**src/rtl/pdm_capture_ctrl_if.sv**
```systemverilog
// Sample/read-side bundle between the decimator, the capture controller and the host register block.
// The DUT takes the slave modport; the host/decimator model takes the master modport.
interface pdm_capture_ctrl_if #(
    parameter int SAMPLE_DEPTH = 16,
    parameter int FIFO_DEPTH   = 16
);
    localparam int LVL_W = $clog2(FIFO_DEPTH + 1);

    logic signed [SAMPLE_DEPTH-1:0] in_sample;
    logic                           in_valid;
    logic                           rd_en;
    logic signed [SAMPLE_DEPTH-1:0] rd_data;
    logic                           rd_valid;
    logic [LVL_W-1:0]               level;
    logic                           wm_irq;
    logic                           overflow;
    logic                           overflow_clr;

    modport master (
        output in_sample, in_valid, rd_en, overflow_clr,
        input  rd_data, rd_valid, level, wm_irq, overflow
    );

    modport slave (
        input  in_sample, in_valid, rd_en, overflow_clr,
        output rd_data, rd_valid, level, wm_irq, overflow
    );
endinterface

```
**src/rtl/pdm_capture_ctrl.sv**
```systemverilog
// PDM capture sequencer: mic power gating, warmup discard and sample FIFO with read handshake.
// Optional DC removal (one extra cycle of push latency) is built when MIC_DC_REMOVE_EN is defined.
module pdm_capture_ctrl #(
    parameter int SAMPLE_DEPTH   = 16,
    parameter int FIFO_DEPTH     = 16,
    parameter int WARMUP_SAMPLES = 4,
    parameter int WATERMARK      = 8,
    parameter int DC_SHIFT       = 6
) (
    input  logic                    clk,
    input  logic                    rst,
    input  logic                    enable,
    output logic                    mic_en,
    output logic                    running,
    pdm_capture_ctrl_if.slave       bus
);
    localparam int LVL_W = $clog2(FIFO_DEPTH + 1);
    localparam int PTR_W = $clog2(FIFO_DEPTH);
    localparam int WU_W  = (WARMUP_SAMPLES > 0) ? $clog2(WARMUP_SAMPLES + 1) : 1;

    typedef enum logic [1:0] {
        ST_IDLE   = 2'd0,
        ST_WARMUP = 2'd1,
        ST_RUN    = 2'd2
    } state_t;

    state_t                  state_r, next_state_s;
    logic [WU_W-1:0]         wu_cnt_r;
    logic [PTR_W-1:0]        wr_ptr_r, rd_ptr_r;
    logic [LVL_W-1:0]        level_r, level_nxt_s;
    logic [SAMPLE_DEPTH-1:0] mem_r [FIFO_DEPTH];
    logic [SAMPLE_DEPTH-1:0] rd_data_r;
    logic                    rd_valid_r, wm_irq_r, overflow_r;
    logic                    flush_s, push_req_s, push_s, pop_s, drop_s, full_s;
    logic [SAMPLE_DEPTH-1:0] push_data_s;

`ifdef MIC_DC_REMOVE_EN
    localparam int ACC_W = SAMPLE_DEPTH + DC_SHIFT;

    logic signed [ACC_W-1:0]        dc_acc_r, dc_est_s;
    logic signed [SAMPLE_DEPTH:0]   diff_s;
    logic                           dly_valid_r;
    logic [SAMPLE_DEPTH-1:0]        dly_data_r;

    function automatic logic [SAMPLE_DEPTH-1:0] sat_fn(input logic signed [SAMPLE_DEPTH:0] v);
        if (v[SAMPLE_DEPTH] != v[SAMPLE_DEPTH-1]) begin
            return v[SAMPLE_DEPTH] ? {1'b1, {(SAMPLE_DEPTH-1){1'b0}}} : {1'b0, {(SAMPLE_DEPTH-1){1'b1}}};
        end else begin
            return v[SAMPLE_DEPTH-1:0];
        end
    endfunction

    // dc_est always fits the sample range, so its low SAMPLE_DEPTH+1 bits are exact.
    assign dc_est_s = dc_acc_r >>> DC_SHIFT;
    assign diff_s   = $signed({bus.in_sample[SAMPLE_DEPTH-1], bus.in_sample}) - $signed(dc_est_s[SAMPLE_DEPTH:0]);

    // DC tracker and the one-stage delay that carries the corrected sample to the FIFO
    always_ff @(posedge clk) begin
        if (rst) begin
            dc_acc_r    <= '0;
            dly_valid_r <= 1'b0;
            dly_data_r  <= '0;
        end else begin
            if (bus.in_valid && (state_r != ST_IDLE)) begin
                dc_acc_r <= dc_acc_r + ACC_W'(diff_s);
            end
            dly_valid_r <= bus.in_valid && (state_r == ST_RUN);
            dly_data_r  <= sat_fn(diff_s);
        end
    end

    assign push_req_s  = dly_valid_r;
    assign push_data_s = dly_data_r;
`else
    assign push_req_s  = bus.in_valid && (state_r == ST_RUN);
    assign push_data_s = bus.in_sample;
`endif

    assign flush_s = (state_r == ST_IDLE) && enable;
    assign pop_s   = bus.rd_en && (level_r != {LVL_W{1'b0}});
    assign full_s  = (level_r == LVL_W'(FIFO_DEPTH));
    assign push_s  = push_req_s && (!full_s || pop_s);
    assign drop_s  = push_req_s && !push_s;

    // Next-state decode; a zero warmup count leaves WARMUP on the first cycle
    always_comb begin
        next_state_s = state_r;
        case (state_r)
            ST_IDLE: begin
                if (enable) next_state_s = ST_WARMUP;
                else        next_state_s = ST_IDLE;
            end
            ST_WARMUP: begin
                if (!enable)                                          next_state_s = ST_IDLE;
                else if (wu_cnt_r == {WU_W{1'b0}})                    next_state_s = ST_RUN;
                else if (bus.in_valid && (wu_cnt_r == WU_W'(1)))      next_state_s = ST_RUN;
                else                                                  next_state_s = ST_WARMUP;
            end
            ST_RUN: begin
                if (!enable) next_state_s = ST_IDLE;
                else         next_state_s = ST_RUN;
            end
            default: next_state_s = ST_IDLE;
        endcase
    end

    // Occupancy after this cycle's flush/push/pop
    always_comb begin
        level_nxt_s = level_r;
        if (flush_s)              level_nxt_s = {LVL_W{1'b0}};
        else if (push_s && !pop_s) level_nxt_s = level_r + LVL_W'(1);
        else if (pop_s && !push_s) level_nxt_s = level_r - LVL_W'(1);
        else                       level_nxt_s = level_r;
    end

    // Sequencer state with registered enable/running decodes and warmup counter
    always_ff @(posedge clk) begin
        if (rst) begin
            state_r  <= ST_IDLE;
            mic_en   <= 1'b0;
            running  <= 1'b0;
            wu_cnt_r <= '0;
        end else begin
            state_r <= next_state_s;
            mic_en  <= (next_state_s != ST_IDLE);
            running <= (next_state_s == ST_RUN);
            if (flush_s) begin
                wu_cnt_r <= WU_W'(WARMUP_SAMPLES);
            end else if ((state_r == ST_WARMUP) && bus.in_valid && (wu_cnt_r != {WU_W{1'b0}})) begin
                wu_cnt_r <= wu_cnt_r - WU_W'(1);
            end
        end
    end

    // Sample storage; a flush discards anything arriving on the same edge
    always_ff @(posedge clk) begin
        if (push_s && !flush_s) begin
            mem_r[wr_ptr_r] <= push_data_s;
        end
    end

    // FIFO pointers, level, read port and status flags
    always_ff @(posedge clk) begin
        if (rst) begin
            wr_ptr_r   <= '0;
            rd_ptr_r   <= '0;
            level_r    <= '0;
            wm_irq_r   <= 1'b0;
            rd_data_r  <= '0;
            rd_valid_r <= 1'b0;
            overflow_r <= 1'b0;
        end else begin
            if (flush_s) begin
                wr_ptr_r <= '0;
                rd_ptr_r <= '0;
            end else begin
                if (push_s) wr_ptr_r <= wr_ptr_r + PTR_W'(1);
                if (pop_s)  rd_ptr_r <= rd_ptr_r + PTR_W'(1);
            end
            level_r    <= level_nxt_s;
            wm_irq_r   <= (level_nxt_s >= LVL_W'(WATERMARK));
            rd_valid_r <= pop_s;
            if (pop_s) rd_data_r <= mem_r[rd_ptr_r];
            if (drop_s)                overflow_r <= 1'b1;
            else if (bus.overflow_clr) overflow_r <= 1'b0;
        end
    end

    assign bus.level    = level_r;
    assign bus.wm_irq   = wm_irq_r;
    assign bus.rd_data  = rd_data_r;
    assign bus.rd_valid = rd_valid_r;
    assign bus.overflow = overflow_r;

endmodule

```
**src/flat_wrapper.sv**
```systemverilog
// flat-port wrapper written by rule: the top's interface ports become plain ports
module pdm_capture_ctrl_flat 
#(
    parameter int SAMPLE_DEPTH   = 16,
    parameter int FIFO_DEPTH     = 16,
    parameter int WARMUP_SAMPLES = 4,
    parameter int WATERMARK      = 8,
    parameter int DC_SHIFT       = 6
)
  (clk, rst, enable, mic_en, running, bus_in_sample, bus_in_valid, bus_rd_en, bus_overflow_clr, bus_rd_data, bus_rd_valid, bus_level, bus_wm_irq, bus_overflow);
  pdm_capture_ctrl_if #(.SAMPLE_DEPTH(SAMPLE_DEPTH), .FIFO_DEPTH(FIFO_DEPTH)) bus_i ();
  input  logic clk;
  input  logic rst;
  input  logic enable;
  output logic mic_en;
  output logic running;
  input wire logic [$bits(bus_i.in_sample)-1:0] bus_in_sample;
  input wire logic [$bits(bus_i.in_valid)-1:0] bus_in_valid;
  input wire logic [$bits(bus_i.rd_en)-1:0] bus_rd_en;
  input wire logic [$bits(bus_i.overflow_clr)-1:0] bus_overflow_clr;
  output wire logic [$bits(bus_i.rd_data)-1:0] bus_rd_data;
  output wire logic [$bits(bus_i.rd_valid)-1:0] bus_rd_valid;
  output wire logic [$bits(bus_i.level)-1:0] bus_level;
  output wire logic [$bits(bus_i.wm_irq)-1:0] bus_wm_irq;
  output wire logic [$bits(bus_i.overflow)-1:0] bus_overflow;
  assign bus_i.in_sample = bus_in_sample;
  assign bus_i.in_valid = bus_in_valid;
  assign bus_i.rd_en = bus_rd_en;
  assign bus_i.overflow_clr = bus_overflow_clr;
  assign bus_rd_data = bus_i.rd_data;
  assign bus_rd_valid = bus_i.rd_valid;
  assign bus_level = bus_i.level;
  assign bus_wm_irq = bus_i.wm_irq;
  assign bus_overflow = bus_i.overflow;
  pdm_capture_ctrl #(.SAMPLE_DEPTH(SAMPLE_DEPTH), .FIFO_DEPTH(FIFO_DEPTH), .WARMUP_SAMPLES(WARMUP_SAMPLES), .WATERMARK(WATERMARK), .DC_SHIFT(DC_SHIFT)) u_core (.clk(clk), .rst(rst), .enable(enable), .mic_en(mic_en), .running(running), .bus(bus_i));
endmodule
```
**config.mk**
```make
export PLATFORM = sky130hd
export DESIGN_NAME = pdm_capture_ctrl_flat
export DESIGN_NICKNAME = d
export VERILOG_FILES = /design/src/rtl/pdm_capture_ctrl_if.sv /design/src/rtl/pdm_capture_ctrl.sv /design/src/flat_wrapper.sv
export SDC_FILE = /design/constraint.sdc
export NUM_CORES = 1
export LEC_CHECK = 0
export BUFFER_PORTS_ARGS = -buffer_cell sky130_fd_sc_hd__buf_4
export CAP_MARGIN = 20
export CORE_ASPECT_RATIO = 1.25
export CORE_UTILIZATION = 50
export CTS_CLUSTER_SIZE = 10
export DETAILED_ROUTE_END_ITERATION = 10
export PLACE_DENSITY = 0.7
export SLEW_MARGIN = 20
export SYNTH_ARGS = -nofsm -noshare
export SYNTH_HDL_FRONTEND = slang
export SYNTH_SLANG_ARGS = --single-unit
```
**constraint.sdc**
```tcl
create_clock -name clk -period 3.3 [get_ports clk]
set_input_delay 0.33 -clock clk [delete_from_list [all_inputs] [get_ports clk]]
set_output_delay 0.33 -clock clk [all_outputs]
set_load 0.03 [all_outputs]
```
==> metrics, run 1 <==
Fin Clk Skew=14.24 ps; setup TNS=0 ps; post-CTS resize count=0; total wire length=23.17 mm; GRT busiest layer=met2; Core Area=22360 um2; Pint=6191 uW; TritonCTS buffer count=35; Critical Path Fanout Max=12; placed cell count=902; RR Endpoint=u_core.mem_r[3][10]; Power Dens Cells=586.7 nW/um2; unrepaired setup endpoints after global routing=false; Netlist Area Pre-Place=11440 um2; crit path capture=u_core.mem_r[3][10]; peak supply drop=0.2983 mV; worst reg2reg path startpoint=u_core.bus.level[0]; # diodes=0; Pre-antenna DRT Iters=5; Slew @ Worst Pin=689.6 ps; share of cells above drive strength 1=0.2973; worst setup path startpoint=u_core.bus.level[0]; H-tree level count=2; WP depth=7; critical path required time=3500 ps; Synth Instances=577; Avg Inst Size Synth=19.83 um2; vias in the first global route=6013; Post-synth EDFFs=256; hold buffers post-CTS=0; routing usage on met2=0.3524; Rel. slew slack=0.5402; R2R depth=7; Layout Utilization=0.5930; Setup WS pre-CTS=823.1 ps; Hold WC Path Type=in -> reg; Logic pwr share=0.037; I/O Buffers=47; DRT iter0 DRCs=446; status=complete, no violations; Tmin final=2466 ps; Die H=171.1 um; fin worst setup slack=833.7 ps; Initial Utilization=0.5116; Seq/Total Area, Yosys=0.7402; post-synth cell types=45; Post-DRT Antenna Nets=0; Worst Hold Path Cells=3; switching pwr=1589 uW; Period Utilization, post-route=0.7474; routed vias/inst=5.978; max-slew violation count=0; startpoint types=register; met1 global-route usage=0.2860; grt ovf=0; width of the die=137.3 um; routability cong.=0.7996; Crit path max-delay family=simple AND/OR/NAND/NOR gates; arrival time at the worst endpoint=2670 ps; Clock Path Buffers=3; post-DR wirelength/cell=24.16 um; Placed Instance Area=12260 um2; clock root cell=clkbuf_16; total I/O pin count=48; first-pass GRT wire length=35.98 mm; Post-Syn Nets=609; Post-synth ARST share=0; DIE AREA=23500 um2; Post-Layout Inst Area=13260 um2; CP Class=reg -> reg; M3 GR Usage=0.03911; flops & latches, synth=295; DRC Markers=0; Fin. Hold Viols=0; CP endpoint kind=register; # setup viols final=0; Seq pwr share=0.528; GRT Util Overall=0.2127; clock slew at reported path FFs=60 ps; Syn-to-layout area delta=15.90%; DP Wirelength=14.33 mm; CTS Sinks=295; Ys Warns=0; Final Non-Filler Cells=959; number of placement rows=61; routed via count=5733; # Post-CTS Setup Buffers=0; r2r setup slk=830 ps; largest net degree at the start of global routing=31; f_max=0.4055 GHz; max_cap viols=0; crit-path cells=inv_1 -> ha_1 -> nor3b_1 -> a21oi_2 -> nand2_1 -> nor2_2 -> buf_4; Switching Fraction=0.2042; Max stage delay on crit path=390 ps; CTS tree=done; antenna violations before repair=0; Crit path buffers/inverters=2; share of power burned in the clock network=0.435; Static Leak=0.004161 uW; prevailing post-synth register cell=edfxtp_1; Worst-Skew Late Latency=500 ps; Final nets=688; crit path max-delay cell type=dfxtp_1
flip-flops by register name, summed over array words and instances (netlist names):
signal	count
u_core.bus.overflow	1
u_core.running	1
u_core.mem_r	256
u_core.wr_ptr_r	4
u_core.state_r	2
u_core.wu_cnt_r	3
u_core.mic_en	1
u_core.bus.level	5
u_core.bus.wm_irq	1
u_core.rd_ptr_r	4
u_core.bus.rd_valid	1
u_core.bus.rd_data	16
area by class of cell:
class	count	area (um2)
Clock buffer	54	968.4
Clock inverter	3	32.53
Fill cell	1569	9102
Inverter	6	22.52
Multi-Input combinational cell	247	2838
Sequential cell	295	8474
Tap cell	283	354.1
Timing Repair Buffer	71	570.5
through the flow:
stage	total power, uW	hold slack, ps
global placement	4455	470.6
finish	7779	132.9
CTS	7846	117.5
detailed placement	4469	493.7
global route	8020	130.7
floorplan	4337	428.9
power by group through the flow:
stage	registers, uW	clock network [uW]	logic (uW)
after floorplan	4200	0	134
after global placement	4180	0	276
after detailed placement	4180	0	288
after CTS	4100	3450	290
after global routing	4110	3600	311
final	4100	3390	288
layout by cell type (no fill, tap or decap), types with 3 or more instances in the layout:
cell       instances
nand3b_1          19
clkbuf_16         36
clkbuf_1          18
xnor2_1            4
nand3_1            3
o221ai_1          16
nand2_1           13
nor2_1            21
buf_4             68
dfxtp_1           36
xor2_1             7
a21oi_1            6
nand4_1            3
nand2b_1           3
edfxtp_1         256
inv_1              6
mux2i_1           35
mux4_2            64
buf_12             3
ha_1              10
nor2_2            16
cells in the mapped netlist, types with 6 or more instances:
cell type,number,share of area
inv_1,6,0.0020
buf_2,7,0.0031
nand2_1,13,0.0043
mux4_2,64,0.13
xor2_1,7,0.0054
edfxtp_1,256,0.67
nand3b_1,19,0.012
o221ai_1,16,0.012
dfxtp_1,39,0.068
ha_1,10,0.011
nor2_1,37,0.012
a21oi_1,6,0.0026
clkbuf_1,13,0.0043
mux2i_1,35,0.031
cells by family (layout without fill, tap and decap cells):
group	Yosys count	count (layout)	share of synthesized area
buffers and inverters	35	134	0.01531
multiplexers	99	99	0.1566
XOR/XNOR	11	11	0.008421
flip-flops	295	295	0.7402
AND/OR/NAND/NOR	91	91	0.04123
adder cells (fa/ha/maj)	10	10	0.01094
AO/OA/AOI/OAI	36	36	0.02734
worst min path at each step:
stage	startpoint	endpoint	slack, ps
5_1_grt	bus_in_sample[2]	u_core.mem_r[8][2]	130
2_1_floorplan	bus_in_sample[0]	u_core.mem_r[0][0]	430
6_report	bus_overflow_clr	u_core.bus.overflow	130
4_1_cts	bus_in_sample[5]	u_core.mem_r[9][5]	120
3_3_place_gp	u_core.bus.overflow	u_core.bus.overflow	470
3_5_place_dp	u_core.bus.rd_data[13]	u_core.bus.rd_data[13]	490
metal layers:
metal  vias up  share of wire
met5         -              0
met4         0          0.019
met3        37          0.055
met2       186           0.51
met1      3010           0.42
li1       2500              -
worst min-delay path, cell delays in order:
cell	delay (ps)
buf_4	70
nand2b_1	100
a21oi_1	70
No activity file was read; power rests on OpenSTA's default activity.
==> inputs of run 2 (changes only) <==
- ABC_AREA: default -> 1
- PLACE_DENSITY: 0.7 -> 0.72
- clock period: 3.3 -> 2.1 ns (I/O delays scaled with it)
==> metrics, run 2 <==
status=complete, no violations; # Post-CTS Setup Buffers=0; Pre-antenna DRT Iters=5; max-slew violation count=0; mux contribution to synthesized area=0; width of the die=145.1 um; grt ovf=0; WP depth=7; Avg Inst Size Synth=10.04 um2; Synth Area in Adders=0.009770; post-CTS resize count=0; leading cell type in the layout, fill and taps excluded=nand2_1; Tmin final=1871 ps; routability cong.=0.8379; Period Utilization, post-route=0.8908; Seq/Total Area, Yosys=0.6613; f_max=0.5346 GHz; top-count cell post-synth=nand2_1; DRT iter0 DRCs=861; Post-Syn Nets=1308; crit path max-delay cell type=dfxtp_1; clock root cell=clkbuf_16; Ys Warns=0; unrepaired setup endpoints after global routing=false; CTS Sinks=295; most frequent CP cell=inv_1; share of power burned in the clock network=0.414; Post-DRT Antenna Nets=0; Netlist Area Pre-Place=12810 um2; DP Wirelength=18.45 mm; share of cells above drive strength 1=0.1137; Static Leak=0.006316 uW; # setup viols final=0; arrival time at the worst endpoint=2050 ps; r2r setup slk=230 ps; total I/O pin count=48; XOR/XNOR Fraction of Synth Area=0.004787; critical path required time=2280 ps; Final nets=1367; CP Class=reg -> reg; Switching Fraction=0.2305; clock slew at reported path FFs=50 ps; Worst-Skew Late Latency=500 ps; routed vias/inst=5.288; most frequent cells in the layout=nand2_1 (433), edfxtp_1 (256), nand3_1 (190); crit path capture=u_core.mem_r[9][1]; fin worst setup slack=229.3 ps; Hold WC Path Type=in -> reg; peak supply drop=0.6967 mV; worst reg2reg path startpoint=u_core.state_r[0]; Fin. Hold Viols=0; post-DR wirelength/cell=17.78 um; Fin Clk Skew=14.30 ps; startpoint types=register; Rel. slew slack=0.6183; Crit path buffers/inverters=4; routed via count=8931; most frequent cells after synthesis=nand2_1 (433), edfxtp_1 (256), nand3_1 (190), inv_1 (179), nor2_1 (47); Clock Path Buffers=3; Post-synth EDFFs=256; post-synthesis compound-gate area fraction=0.01270; Power Dens Cells=877.4 nW/um2; Syn-to-layout area delta=16.05%; first-pass GRT wire length=47.51 mm; Synth Instances=1276; post-synthesis simple-gate area fraction=0.2264; Largest register FFs=256; I/O Buffers=47; # diodes=0; prevailing post-synth register cell=edfxtp_1; GRT Util Overall=0.2356; fillcell total=2030; Slew @ Worst Pin=569.0 ps; Critical Path Fanout Max=19; Synth top area share=0.6003; Initial Utilization=0.5079; number of placement rows=65; Final Non-Filler Cells=1689; DRC Markers=0; DIE AREA=26260 um2; combinational family with the most area after synthesis=simple AND/OR/NAND/NOR gates; vias in the first global route=8705; crit-path cells=inv_1 -> nand3_1 -> inv_1 -> o21ai_4 -> buf_12 -> nor3_4 -> buf_4; hold slack=48.90 ps; R2R depth=7; CP endpoint kind=register; Reg with most FFs=u_core.mem_r; Max stage delay on crit path=320 ps; setup TNS=0 ps; multi-input combinational cell area=3393 um2; Setup WS pre-CTS=266.5 ps; CTS tree=done; flops & latches, synth=295; post-synth top area cell=edfxtp_1; top cells by area, synth=edfxtp_1 (60%), nand2_1 (13%), nand3_1 (7.4%), dfxtp_1 (6.1%), inv_1 (5.2%); Die H=180.9 um; Storage cell area=8478 um2; Seq pwr share=0.498; worst setup path startpoint=u_core.state_r[0]; total wire length=30.02 mm; Post-synth ARST share=0; RR Endpoint=u_core.mem_r[9][1]; Logic pwr share=0.088; switching pwr=3006 uW; H-tree level count=2; post-synth cell types=33; placed cell count=1631; total power draw=13040 uW; Core Area=25210 um2; TritonCTS buffer count=35; Crit path max-delay family=buffers and inverters; largest net degree at the start of global routing=67; Pint=10030 uW; antenna violations before repair=0; max_cap viols=0
run 2: cell count changes after synthesis, moves of 7 or more:
cell / before / now
o221ai_1: 16 / 0
buf_6: 4 / 14
nand3b_1: 19 / 0
nand2_1: 13 / 433
mux2i_1: 35 / 0
nor3_1: 2 / 13
o21ai_0: 1 / 9
nor2_1: 37 / 47
buf_2: 7 / 29
inv_1: 6 / 179
nand3_1: 3 / 190
mux4_2: 64 / 0
a21oi_1: 6 / 13
run 2: routing by layer:
metal	global-route usage	up-vias	wire, um
met5	0	-	0
met2	0.3879	381	14560
li1	-	4256	-
met1	0.2991	4204	11670
met4	0.1385	0	1658
met3	0.03182	90	2128
run 2: worst reg2reg max path, stage by stage, from the launching register on:
cell     delay, ps
dfxtp_1        320
inv_1          110
nand3_1        220
inv_1          210
o21ai_4         90
buf_12         170
nor3_4         130
buf_4          290
run 2: area by class of cell:
class,instances,share of cell area
tap,335,0.02820
timing repair buffer,82,0.05860
clock buffer,55,0.06752
clock inverter,1,0.0003368
multi-input combinational,738,0.2283
sequential,295,0.5705
inverter,183,0.04656
run 2: power groups by stage:
stage	Combinational (uW)	Clock, uW	Sequential [uW]
after floorplan	668	0	6710
after global placement	1120	0	6610
after detailed placement	1140	0	6610
after CTS	1150	5480	6490
after global routing	1270	5690	6490
final	1150	5400	6490
run 2: logic make-up after synthesis:
| logic type | Yosys count |
|---|---|
| xor gates and xnor gates | 7 |
| DFF | 295 |
| adders and majority gates | 10 |
| and+or+nand+nor | 693 |
| AOI/OAI and AO/OA | 28 |
| buffers and inverters | 243 |
run 2: worst min-delay path by stage:
| stage | slack (ps) | depth (start not counted) | start | endpoint |
|---|---|---|---|---|
| 2_1_floorplan | 310 | 0 | bus_in_sample[0] | u_core.mem_r[0][0] |
| 3_3_place_gp | 450 | 1 | u_core.state_r[0] | u_core.state_r[0] |
| 3_5_place_dp | 460 | 2 | u_core.bus.overflow | u_core.bus.overflow |
| 4_1_cts | 30 | 3 | bus_rd_en | u_core.bus.rd_valid |
| 5_1_grt | 60 | 1 | bus_in_sample[9] | u_core.mem_r[2][9] |
| 6_report | 50 | 3 | bus_rd_en | u_core.bus.rd_valid |
run 2: metrics by stage:
step	util	area [um2]
after floorplan	-	12950
after global placement	0.5487	13830
after detailed placement	0.5487	13830
after CTS	0.5895	14860
after global routing	0.5895	14860
final	0.5895	14860
run 2: what timing repair did:
action                                  in CTS  in global routing
endpoints found under the setup margin       0                  0
hold buffers                                 2                  0
endpoints found under the hold margin        3                  0
